--- src/rtl/uart_pkg.sv ---
// Shared constants for the parametrised UART receive path: FSM encodings,
// parity mode selectors and a counter-width helper.
package uart_pkg;

    localparam logic [2:0] ST_IDLE   = 3'd0;
    localparam logic [2:0] ST_START  = 3'd1;
    localparam logic [2:0] ST_DATA   = 3'd2;
    localparam logic [2:0] ST_PARITY = 3'd3;
    localparam logic [2:0] ST_STOP   = 3'd4;
    localparam logic [2:0] ST_BREAK  = 3'd5;

    localparam int PARITY_NONE = 0;
    localparam int PARITY_EVEN = 1;
    localparam int PARITY_ODD  = 2;

    // Width needed to index 0..value-1; never narrower than one bit.
    function automatic int cnt_width(input int value);
        return (value <= 2) ? 1 : $clog2(value);
    endfunction

endpackage

--- src/rtl/uart_rx_core.sv ---
// UART character receiver: input synchronizer, bit-timing FSM, parity/stop
// checking and the registered rx_data / rx_valid / error pulse outputs.
module uart_rx_core
    import uart_pkg::*;
#(
    parameter int CLKS_PER_BIT = 1736,
    parameter int DATA_BITS    = 8,
    parameter int PARITY       = 0
) (
    input  logic                 CLK,
    input  logic                 reset,
    input  logic                 uart_rx,
    output logic                 accept,
    output logic [DATA_BITS-1:0] char_data,
    output logic [DATA_BITS-1:0] rx_data,
    output logic                 rx_valid,
    output logic                 parity_err,
    output logic                 frame_err
);

    localparam int BW = cnt_width(CLKS_PER_BIT);
    localparam int CW = cnt_width(DATA_BITS + 1);
    localparam logic [BW-1:0] HALF_LOAD = BW'(CLKS_PER_BIT / 2 - 1);
    localparam logic [BW-1:0] FULL_LOAD = BW'(CLKS_PER_BIT - 1);
    localparam logic [CW-1:0] LAST_BIT  = CW'(DATA_BITS - 1);
    localparam logic          ODD_SEL   = (PARITY == PARITY_ODD);

    logic                 rx_meta;
    logic                 rxs;
    logic                 rxs_d;
    logic [2:0]           state;
    logic [BW-1:0]        baud_cnt;
    logic [CW-1:0]        bit_cnt;
    logic [DATA_BITS-1:0] shift_in;
    logic                 par_bad;

    // The top level commits history on the same edge rx_valid is registered.
    assign accept    = (state == ST_STOP) && (baud_cnt == '0) && rxs && !par_bad;
    assign char_data = shift_in;

    always_ff @(posedge CLK or posedge reset) begin
        if (reset) begin
            rx_meta    <= 1'b1;
            rxs        <= 1'b1;
            rxs_d      <= 1'b1;
            state      <= ST_IDLE;
            baud_cnt   <= '0;
            bit_cnt    <= '0;
            shift_in   <= '0;
            par_bad    <= 1'b0;
            rx_data    <= '0;
            rx_valid   <= 1'b0;
            parity_err <= 1'b0;
            frame_err  <= 1'b0;
        end else begin
            rx_meta    <= uart_rx;
            rxs        <= rx_meta;
            rxs_d      <= rxs;
            rx_valid   <= 1'b0;
            parity_err <= 1'b0;
            frame_err  <= 1'b0;

            case (state)
                ST_IDLE: begin
                    if (rxs_d && !rxs) begin
                        state    <= ST_START;
                        baud_cnt <= HALF_LOAD;
                    end
                end
                ST_START: begin
                    if (baud_cnt != '0) begin
                        baud_cnt <= baud_cnt - BW'(1);
                    end else if (rxs) begin
                        state <= ST_IDLE;
                    end else begin
                        state    <= ST_DATA;
                        baud_cnt <= FULL_LOAD;
                        bit_cnt  <= '0;
                        par_bad  <= 1'b0;
                    end
                end
                ST_DATA: begin
                    if (baud_cnt != '0) begin
                        baud_cnt <= baud_cnt - BW'(1);
                    end else begin
                        shift_in <= {rxs, shift_in[DATA_BITS-1:1]};
                        baud_cnt <= FULL_LOAD;
                        if (bit_cnt == LAST_BIT) begin
                            state <= (PARITY != PARITY_NONE) ? ST_PARITY : ST_STOP;
                        end else begin
                            bit_cnt <= bit_cnt + CW'(1);
                        end
                    end
                end
                ST_PARITY: begin
                    if (baud_cnt != '0) begin
                        baud_cnt <= baud_cnt - BW'(1);
                    end else begin
                        par_bad  <= (^shift_in) ^ rxs ^ ODD_SEL;
                        baud_cnt <= FULL_LOAD;
                        state    <= ST_STOP;
                    end
                end
                ST_STOP: begin
                    if (baud_cnt != '0) begin
                        baud_cnt <= baud_cnt - BW'(1);
                    end else if (!rxs) begin
                        frame_err <= 1'b1;
                        state     <= ST_BREAK;
                    end else if (par_bad) begin
                        parity_err <= 1'b1;
                        state      <= ST_IDLE;
                    end else begin
                        rx_valid <= 1'b1;
                        rx_data  <= shift_in;
                        state    <= ST_IDLE;
                    end
                end
                // A held-low line reports one frame error, then waits for idle.
                ST_BREAK: begin
                    if (rxs) begin
                        state <= ST_IDLE;
                    end
                end
                default: state <= ST_IDLE;
            endcase
        end
    end

endmodule

--- src/rtl/uart_rx_shiftreg.sv ---
// UART receiver feeding a DEPTH-entry character history with a saturating
// fill count, synchronous clear and an LED mirror of the newest character.
module uart_rx_shiftreg
    import uart_pkg::*;
#(
    parameter int CLKS_PER_BIT = 1736,
    parameter int DATA_BITS    = 8,
    parameter int PARITY       = 0,
    parameter int DEPTH        = 4
) (
    input  logic                           CLK,
    input  logic                           reset,
    input  logic                           uart_rx,
    input  logic                           sr_clear,
    output logic [DATA_BITS-1:0]           rx_data,
    output logic                           rx_valid,
    output logic                           parity_err,
    output logic                           frame_err,
    output logic [DEPTH*DATA_BITS-1:0]     sr_data,
    output logic [cnt_width(DEPTH+1)-1:0]  sr_count,
    output logic [7:0]                     led
);

    localparam int NW = cnt_width(DEPTH + 1);

    logic                 accept;
    logic [DATA_BITS-1:0] char_data;

    uart_rx_core #(
        .CLKS_PER_BIT (CLKS_PER_BIT),
        .DATA_BITS    (DATA_BITS),
        .PARITY       (PARITY)
    ) u_core (
        .CLK        (CLK),
        .reset      (reset),
        .uart_rx    (uart_rx),
        .accept     (accept),
        .char_data  (char_data),
        .rx_data    (rx_data),
        .rx_valid   (rx_valid),
        .parity_err (parity_err),
        .frame_err  (frame_err)
    );

    // Clear has priority over an accept on the same edge; the character is
    // still reported on rx_data but never enters the history.
    always_ff @(posedge CLK or posedge reset) begin
        if (reset) begin
            sr_data  <= '0;
            sr_count <= '0;
            led      <= '0;
        end else if (sr_clear) begin
            sr_data  <= '0;
            sr_count <= '0;
            led      <= '0;
        end else if (accept) begin
            sr_data <= {sr_data[(DEPTH-1)*DATA_BITS-1:0], char_data};
            led     <= 8'(char_data);
            if (sr_count != NW'(DEPTH)) begin
                sr_count <= sr_count + NW'(1);
            end
        end
    end

endmodule

--- config.mk ---
export PLATFORM = sky130hd
export DESIGN_NAME = uart_rx_shiftreg
export DESIGN_NICKNAME = d
export VERILOG_FILES = /design/src/rtl/uart_pkg.sv /design/src/rtl/uart_rx_core.sv /design/src/rtl/uart_rx_shiftreg.sv
export SDC_FILE = /design/constraint.sdc
export NUM_CORES = 1
export LEC_CHECK = 0
export CAP_MARGIN = 20
export CORE_MARGIN = 2
export CORE_UTILIZATION = 57
export CTS_CLUSTER_SIZE = 25
export DETAILED_ROUTE_END_ITERATION = 6
export DONT_BUFFER_PORTS = 1
export HOLD_SLACK_MARGIN = 0.02
export PLACE_DENSITY = 0.71
export SLEW_MARGIN = 25
export SYNTH_ARGS = -nofsm -noshare
export SYNTH_HDL_FRONTEND = slang
export SYNTH_SLANG_ARGS = --single-unit
--- constraint.sdc ---
create_clock -name CLK -period 3.09 [get_ports CLK]
set_input_delay 0.4635 -clock CLK [delete_from_list [all_inputs] [get_ports CLK]]
set_output_delay 0.4635 -clock CLK [all_outputs]
set_load 0.01 [all_outputs]
Word-level counts from Yosys, hierarchy flattened:

Cells that the tools add are included.

* muxes and demuxes: 43
* reduce and logical (&&, ||, !) cells: 23
* add/subtract/negate cells: 3
* bitwise gates (word level): 3
* eq/ne operators: 18

Operator list (count)
* 2-to-1 mux 32 bit: 2
* 2-to-1 mux 11 bit: 5
* one-hot mux 11 bit (4 select lines): 1
* 2-to-1 mux 3 bit: 11
* one-hot mux 3 bit (6 select lines): 1
* 2-to-1 mux 4 bit: 4
* 2-to-1 mux 8 bit: 2
* 2-to-1 mux 1 bit: 14
* inequality test 2 bit (second input constant): 7
* AND reduction 4 bit: 3
* logical NOT 11 bit: 1
* nonzero test 11 bit: 1
* subtractor 11 x 1 -> 11 bit (second input constant): 1
* one-hot mux 4 bit (2 select lines): 1
* nonzero test 2 bit: 4
* parity 8 bit: 1
* AND reduction 7 bit: 1
* == test 3 x 2 -> 1 bit (second input constant): 2
* == test 3 bit (second input constant): 2
* inequality test 2 x 1 -> 1 bit (second input constant): 3
* inequality test 3 bit (second input constant): 2
* AND reduction 5 bit: 1
* adder 4 x 1 -> 4 bit (second input constant): 1
* == test 4 x 3 -> 1 bit (second input constant): 1
* other kinds (12): 18

* bits of input ports: 4
* bits in registers: 84
* output and inout port bits: 54
* logic and storage cells: 105

Depth between registers and ports, before layout:

* depth in word-level cells: 6
* mapped depth: 10
* mapped depth without buffers: 8

Cells and area by module:

Synthesis repeated with hierarchy kept, for this count alone.

* cell total of the unflattened synthesis: 336
* area total of the unflattened synthesis: 3693.5 um^2

By module, submodules not included
* uart_rx_core: sequential area each 1029.7 um^2, cells an instance 206, area each 2132.0 um^2, times used 1
* uart_rx_shiftreg: sequential area each 875.8 um^2, cells an instance 130, area each 1561.5 um^2, times used 1

Worst setup path after synthesis:

OpenSTA, ideal clock, no wires.

* path type: reg-to-reg
* from: register u_core.baud_cnt[0]
* to: register sr_data[10]
* data required time: 2954 ps
* path buffers: 2
* library setup time: 136 ps
* stages on the path, launching flop included: 10
* data arrival time: 1910 ps
* period minus slack after synthesis: 2047 ps
* setup slack: 1043 ps
* cell sequence: dfrtp_1 -> inv_1 -> ha_1 -> nor4b_1 -> nand3_2 -> or3_1 -> buf_2 -> clkbuf_1 -> nand2_1 -> a21oi_1

* word-level cells in the longest chain between the ends: 5

RTL lines
* start, declared: RTL line uart_rx_core.sv:32 `logic [BW-1:0] baud_cnt;`
* start signal, assigned: RTL line uart_rx_core.sv:72 `baud_cnt <= baud_cnt - BW'(1);`
* start signal, assigned: RTL line uart_rx_core.sv:84 `baud_cnt <= baud_cnt - BW'(1);`
* start signal, assigned: RTL line uart_rx_core.sv:97 `baud_cnt <= baud_cnt - BW'(1);`
* logical NOT 11 bit: RTL line uart_rx_core.sv:38 `assign accept = (state == ST_STOP) && (baud_cnt == '0) && rxs && !par_bad;`
* logical AND 1 bit (3 in a row): RTL line uart_rx_core.sv:38
* nonzero test 2 bit (no source line)
* end signal, assigned: RTL line uart_rx_shiftreg.sv:57 `sr_data <= {sr_data[(DEPTH-1)*DATA_BITS-1:0], char_data};`
* end, declared: RTL line uart_rx_shiftreg.sv:19 `output logic [DEPTH*DATA_BITS-1:0] sr_data,`

Every way passes these cells.
A chain may end at the register's enable or synchronous reset.

Final worst setup path:

* from: register u_core.baud_cnt[0]
* to: register u_core.shift_in[0] (netlist: u_core.char_data[0])

* word-level cells in the longest chain between the ends: 3

RTL lines
* nonzero test 11 bit: RTL line uart_rx_core.sv:83 `if (baud_cnt != '0) begin`
* NOT 1 bit (no source line)
* AND reduction 2 bit (no source line)
* end signal, assigned: RTL line uart_rx_core.sv:86 `shift_in <= {rxs, shift_in[DATA_BITS-1:1]};`
* end, declared: RTL line uart_rx_core.sv:34 `logic [DATA_BITS-1:0] shift_in;`

Every way passes these cells.

==> reports/summary.txt <==
Share of layout cells above drive strength 1 = 10.9%
Final period utilization = 76.2%
Slew HR = 47.7%
DR vias = 2530
Cell taking the most area after synthesis = dfrtp_1
Initial Util = 59.2%
Path depth of the worst reg2reg path = 6
FMAX = 425 MHz
Top cell type's share of synthesized area = 52.1%
Area of the core = 5920 um^2
Pins Over Slew Limit = 0
Endpoints failing setup = 0
Final hold vios = 0
Detailed placer's ending HPWL = 4550 um
Combinational share of power = 10.8%
Synth Net Count = 373
Ports = 58
Synth cell types = 54
Final net count = 361
Switching share of power = 27.3%
Detailed Route WL = 6810 um
CP peak stage delay = 0.48 ns
Synthesized area per cell = 9.63 um^2
Grt ovf = 0
Clock Skew = 0.0109 ns
Synth top area cells = dfrtp_1 52%, nand2_1 10%, a21oi_1 6.1%, mux2_2 2.6%, xnor2_1 2.5%
Area Overhead vs Synth = 5.39%
Die W = 82.4 um
CP max FO = 12
Critical Path RT = 3.33 ns
Power Total = 2.25 mW
Met1 GRT Util = 31.6%
GRT met3 Usage = 6.09%
# DRC = 0
Gr usage total = 22.5%
First-pass DRT Iterations = 4
Wire per inst = 15.8 um
Mapped Area = 3510 um^2
Top FF cell, synth = dfrtp_1
Clk pin slew, worst setup/hold paths = 0.07 ns
H-tree levels = 3
DIE AREA = 6790 um^2
MaxCap Viol Count = 0
Gr busiest metal = met2
DRT antenna net count = 0
Post-synth EDFFs = 0
Largest net degree at the start of global routing = 41
Pwr/cell area = 608 nW/um^2
Die Ht = 82.4 um
Via density per instance = 5.86
GRT met2 Usage = 32.3%
Cts hold-fix bufs = 0
CTS Buf Count = 9
Commonest non-fill, non-tap cell in the layout = nand2_1
Clock Latency Late Sink = 0.36 ns
Worst Hold Class = input pin to async pin
Synth async-reset ratio = 100%
Worst slew pin tran = 0.777 ns
Initial antenna violation count = 0
CP max stage cell = and3_1
Clk root buf = clkbuf_8
Buffer count from post-CTS setup fixing = 0
DR iter-0 viols = 265
First-pass GRT wire length = 11300 um
Worst IR Drop VDD = 0.372 mV
Post-synthesis cell count = 364
Setup_tns = 0 ns
Longest Clk Path Bufs = 2
Cts repair resizes = 0
Sequential element share of the synthesized area = 54.4%
WS Path Type = flop to flop
Ant. Diodes = 0
Final Util = 62.4%
Clock Sinks = 76
Sequential share of power = 51.8%
NetSw = 0.613 mW
Critical Path, Cell by Cell = inv_1 -> ha_1 -> nor4b_1 -> and3_1 -> nand2_1 -> mux2_2
Unrepaired setup endpoints after global routing = no
Int Pwr = 1.63 mW
Setup crit start kind = flop
CTS tree = yes
Clock share of power = 37.3%
P_leak = 1.64 nW
I/O Buffers = 0
Most frequent cells in the layout = 94 x nand2_1, 73 x dfrtp_1, 43 x a21oi_1
Status = finished clean
Rows = 28
RD Place Congestion = 0.866
Yosys warnings = 0
Post-route minimum period = 2.35 ns
Vias in the first global route = 2313
CP endpoint kind = flop
Critical Path AT = 2.59 ns
Flops & latches, synth = 76
==> area by class of cell <==
type	count	area, um^2
inverter	11	46.3
tap	75	93.8
clock inverter	7	98.8
fill	510	2230
multi-input combinational	250	1400
clock buffer	9	124
sequential	76	1910
timing repair buffer	4	30.0
==> path summary, 6_finish.rpt <==
kind                               startpoint                   to  slack (ns)
min in group CLK                      uart_rx       u_core.rx_meta        0.10
max in group asynchronous               reset         u_core.rxs_d        2.64
setup reg to reg           u_core.baud_cnt[0]  u_core.char_data[0]        0.74
hold reg to reg                u_core.rx_meta           u_core.rxs        0.36
setup / recovery           u_core.baud_cnt[0]  u_core.char_data[0]        0.74
hold / removal                          reset   u_core.baud_cnt[2]        0.09
==> power groups by stage <==
stage / Clock [mW] / Combinational (mW) / Sequential, mW
global route: 0.905 / 0.281 / 1.18
CTS: 0.861 / 0.245 / 1.16
floorplan: 0 / 0.207 / 1.15
global placement: 0 / 0.236 / 1.18
detailed placement: 0 / 0.247 / 1.18
finish: 0.839 / 0.243 / 1.17
==> cell usage after synthesis (all sizes together) (2+ instances only) <==
cell    count
nand2      94
dfrtp      73
a21oi      43
o21ai      17
buf        15
clkbuf     12
inv        10
xnor2      10
mux2        8
nand3       8
nor2        8
nor3        6
ha          5
a31oi       4
nand2b      4
and3        3
dfstp       3
nor2b       3
or3         3
a21o        2
a22o        2
nor4        2
o21a        2
o22a        2
or2         2
==> cell families after synthesis <==
group                    after synthesis  synth area share (%)
AND/OR/NAND/NOR                      138                  17.6
flip-flops                            76                  54.4
XOR/XNOR                              11                  2.75
adder cells (fa/ha/maj)                5                  1.78
buffers and inverters                 38                  5.82
AO/OA/AOI/OAI                         87                  14.9
multiplexers                           9                  2.86
==> through the flow <==
| stage | worst slack, ns | hold WS, ns | instance area, um^2 | instances |
|---|---|---|---|---|
| detailed placement | 0.746 | 0.349 | 3470 | 416 |
| global placement | 0.826 | 0.347 | 3470 | 416 |
| finish | 0.737 | 0.0924 | 3690 | 432 |
| CTS | 0.742 | 0.0810 | 3690 | 432 |
| floorplan | 0.693 | 0.345 | 3510 | 364 |
| global route | 0.425 | 0.0709 | 3690 | 432 |
==> registers in the layout (all words and copies together), names as in the netlist <==
name	count
u_core.rx_meta	1
sr_count	3
u_core.frame_err	1
u_core.parity_err	1
u_core.rxs	1
u_core.char_data	8
u_core.baud_cnt	11
u_core.bit_cnt	4
u_core.rx_data	8
u_core.rx_valid	1
sr_data	32
u_core.state	3
u_core.par_bad	1
u_core.rxs_d	1
==> routing by layer <==
layer | up-vias | wire length [um] | share of wire, %
li1 | 1211 | - | -
met5 | - | 0 | 0
met1 | 1225 | 3160 | 46
met3 | 11 | 460 | 6.8
met2 | 83 | 3060 | 45
met4 | 0 | 139 | 2.0
==> worst max-delay path, delay by kind of cell (launching register included) <==
kind / cells / cell delay (ns)
fa+ha+maj: 1 / 0.15
buf+inv: 1 / 0.11
flops: 1 / 0.41
mux: 1 / 0.37
simple gates: 3 / 1.20
Note: power is estimated with default switching activity, not from simulation.
==> variant, RTL diff (same settings) <==
`PARITY` is set to 0 in 2 places; all go to 1.
--- a/src/rtl/uart_rx_core.sv
+++ b/src/rtl/uart_rx_core.sv
@@ -5,7 +5,7 @@
 #(
     parameter int CLKS_PER_BIT = 1736,
     parameter int DATA_BITS    = 8,
-    parameter int PARITY       = 0
+    parameter int PARITY       = 1
 ) (
     input  logic                 CLK,
     input  logic                 reset,
--- a/src/rtl/uart_rx_shiftreg.sv
+++ b/src/rtl/uart_rx_shiftreg.sv
@@ -5,7 +5,7 @@
 #(
     parameter int CLKS_PER_BIT = 1736,
     parameter int DATA_BITS    = 8,
-    parameter int PARITY       = 0,
+    parameter int PARITY       = 1,
     parameter int DEPTH        = 4
 ) (
     input  logic                           CLK,
Check against the original RTL: same outputs for any inputs over 10 cycles, from zero or initial values and one cycle with reset high; that may be too few to reach the edited logic, so the function may still have changed.
==> variant against the unedited design <==
Power fell by 3.2%; routed wire length fell by 0.37%; final cell count rose by 0.23%; clock skew fell by 0.00070 ns; critical path depth rose by 3; die area rose by 1.9%; first-iteration DRC count fell by 8.7%; final area rose by 1.4%; setup slack improved by 0.056 ns; synthesized area rose by 2.0%; hold slack improved by 0.017 ns; sequential cell count did not move; largest cell class unchanged; largest power group unchanged.
==> variant: results (changes against the unedited design) <==
Yosys cell types - 53 (was 54)
Hold-critical path depth - 0
Outcome - completed (unchanged)
Peak supply drop - 339 uV (was 372 uV)
WP data arrival - 2.53 ns (was 2.59 ns)
Sw frac - 0.296 (was 0.273)
RePlAce Congestion - 0.841 (was 0.866)
Total GRT Usage - 0.212 (was 0.225)
Largest net degree at the start of global routing - 58 (was 41)
Worst-case clock skew - 0.0102 ns (was 0.0109 ns)
CTS buffer count - 9 (unchanged)
Vias in the first global route - 2364 (was 2313)
Met2 Use GR - 0.289 (was 0.323)
Via density - 5.70 (was 5.86)
Leakage power - 0.00164 uW (about the same)
Mapped Nets - 375 (was 373)
Final wirelength - 6.79 mm (was 6.81 mm)
GR Layer Usage met1 - 0.318 (was 0.316)
Crit Path Max Fanout - 35 (was 12)
Clock Latency Late Sink - 0.35 ns
Global-route wire length before repair - 11.9 mm (was 11.3 mm)
R2r worst-path depth - 9 (was 6)
Total number of yosys warnings - 0 (unchanged)
Relative slew slack - 0.619 (was 0.477)
1st-iter DRT viols - 242 (was 265)
DP Area - 3540 um2 (was 3470 um2)
M3 GR Usage - 0.0636 (was 0.0609)
Clk pin slew, worst setup/hold paths - 0.07 ns (about the same)
Post-synthesis sequential area ratio - 0.533 (was 0.544)
Async SR Flop Fraction - 1.00 (unchanged)
Commonest cells in the netlist - 99 x nand2_1, 73 x dfrtp_1, 42 x a21oi_1, 13 x nor2_1 (was 94 x nand2_1, 73 x dfrtp_1, 43 x a21oi_1, 16 x o21ai_0, 12 x clkbuf_1)
Dominant cells by area after synthesis - dfrtp_1 51%, nand2_1 10%, a21oi_1 5.9%, mux2_1 2.5%, buf_4 2.3% (was dfrtp_1 52%, nand2_1 10%, a21oi_1 6.1%, mux2_2 2.6%, xnor2_1 2.5%)
Hold Path Class - primary input to register (was primary input to asynchronous set/reset pin)
Final nets - 363 (was 361)
Share of cells above drive strength 1 - 0.0978 (was 0.109)
Placed wire-length estimate - 4.46 mm (was 4.55 mm)
variant: layer usage:
layer	up-vias	routed length (um)
met5	-	0
met4	0	58
met3	5	467
met2	56	2980
met1	1203	3290
li1	1205	-
variant: cell type report:
class	count	area [um2]
clock buffer	9	124
clock inverter	6	66.3
fill	489	2250
inverter	7	26.3
multi-input combinational	256	1480
sequential	76	1910
tap	75	93.8
timing repair buffer	4	45.0
variant: repair_timing:
action,4_1_cts,5_1_grt
hold buffers,1,0
resized for setup,0,0
hold endpoints to repair,19,0
variant: path summary, 6_finish.rpt:
| check | startpoint | to | slack (ns) |
|---|---|---|---|
| min | uart_rx | u_core.rx_meta | 0.11 |
| max | u_core.baud_cnt[0] | sr_count[2] | 0.79 |
| max in group asynchronous | reset | u_core.rx_meta | 1.84 |
| min reg2reg | u_core.rx_meta | u_core.rxs | 0.36 |
| max reg2reg | u_core.baud_cnt[0] | sr_count[2] | 0.79 |
| min in group asynchronous | reset | sr_data[21] | 0.57 |
variant: per-stage QoR:
stage / hold WS (ns) / total power, uW / cells / setup WS, ns
4_1_cts: 0.0995 / 2190 / 433 / 0.796
2_1_floorplan: 0.345 / 1390 / 366 / 0.693
3_3_place_gp: 0.347 / 1450 / 417 / 0.802
3_5_place_dp: 0.349 / 1460 / 417 / 0.825
5_1_grt: 0.0911 / 2300 / 433 / 0.569
6_report: 0.109 / 2180 / 433 / 0.793
variant: worst max-delay path, cell delays in order (launching register included):
cell and delay, ns:
dfrtp_1 0.42, inv_1 0.09, ha_1 0.16, nor4b_4 0.31
and3_1 0.20, buf_4 0.19, nand2_2 0.07, inv_2 0.43
and4b_1 0.26, nor3_1 0.04
variant: cell families (layout without fill, tap and decap cells):
family          Yosys count  in the layout  synth area share
simple gates            150            150             0.202
compound gates           79             79             0.136
flops                    76             76             0.533
buf+inv                  34             26            0.0521
xor+xnor                 12             12            0.0294
mux                      10             10            0.0308
fa+ha+maj                 5              5            0.0175
variant: power by group through the flow:
stage	sequential, uW	combinational [uW]	clock [uW]
2_1_floorplan	1090	306	0
3_3_place_gp	1120	331	0
3_5_place_dp	1120	339	0
4_1_cts	1100	342	750
5_1_grt	1110	388	803
6_report	1100	342	732
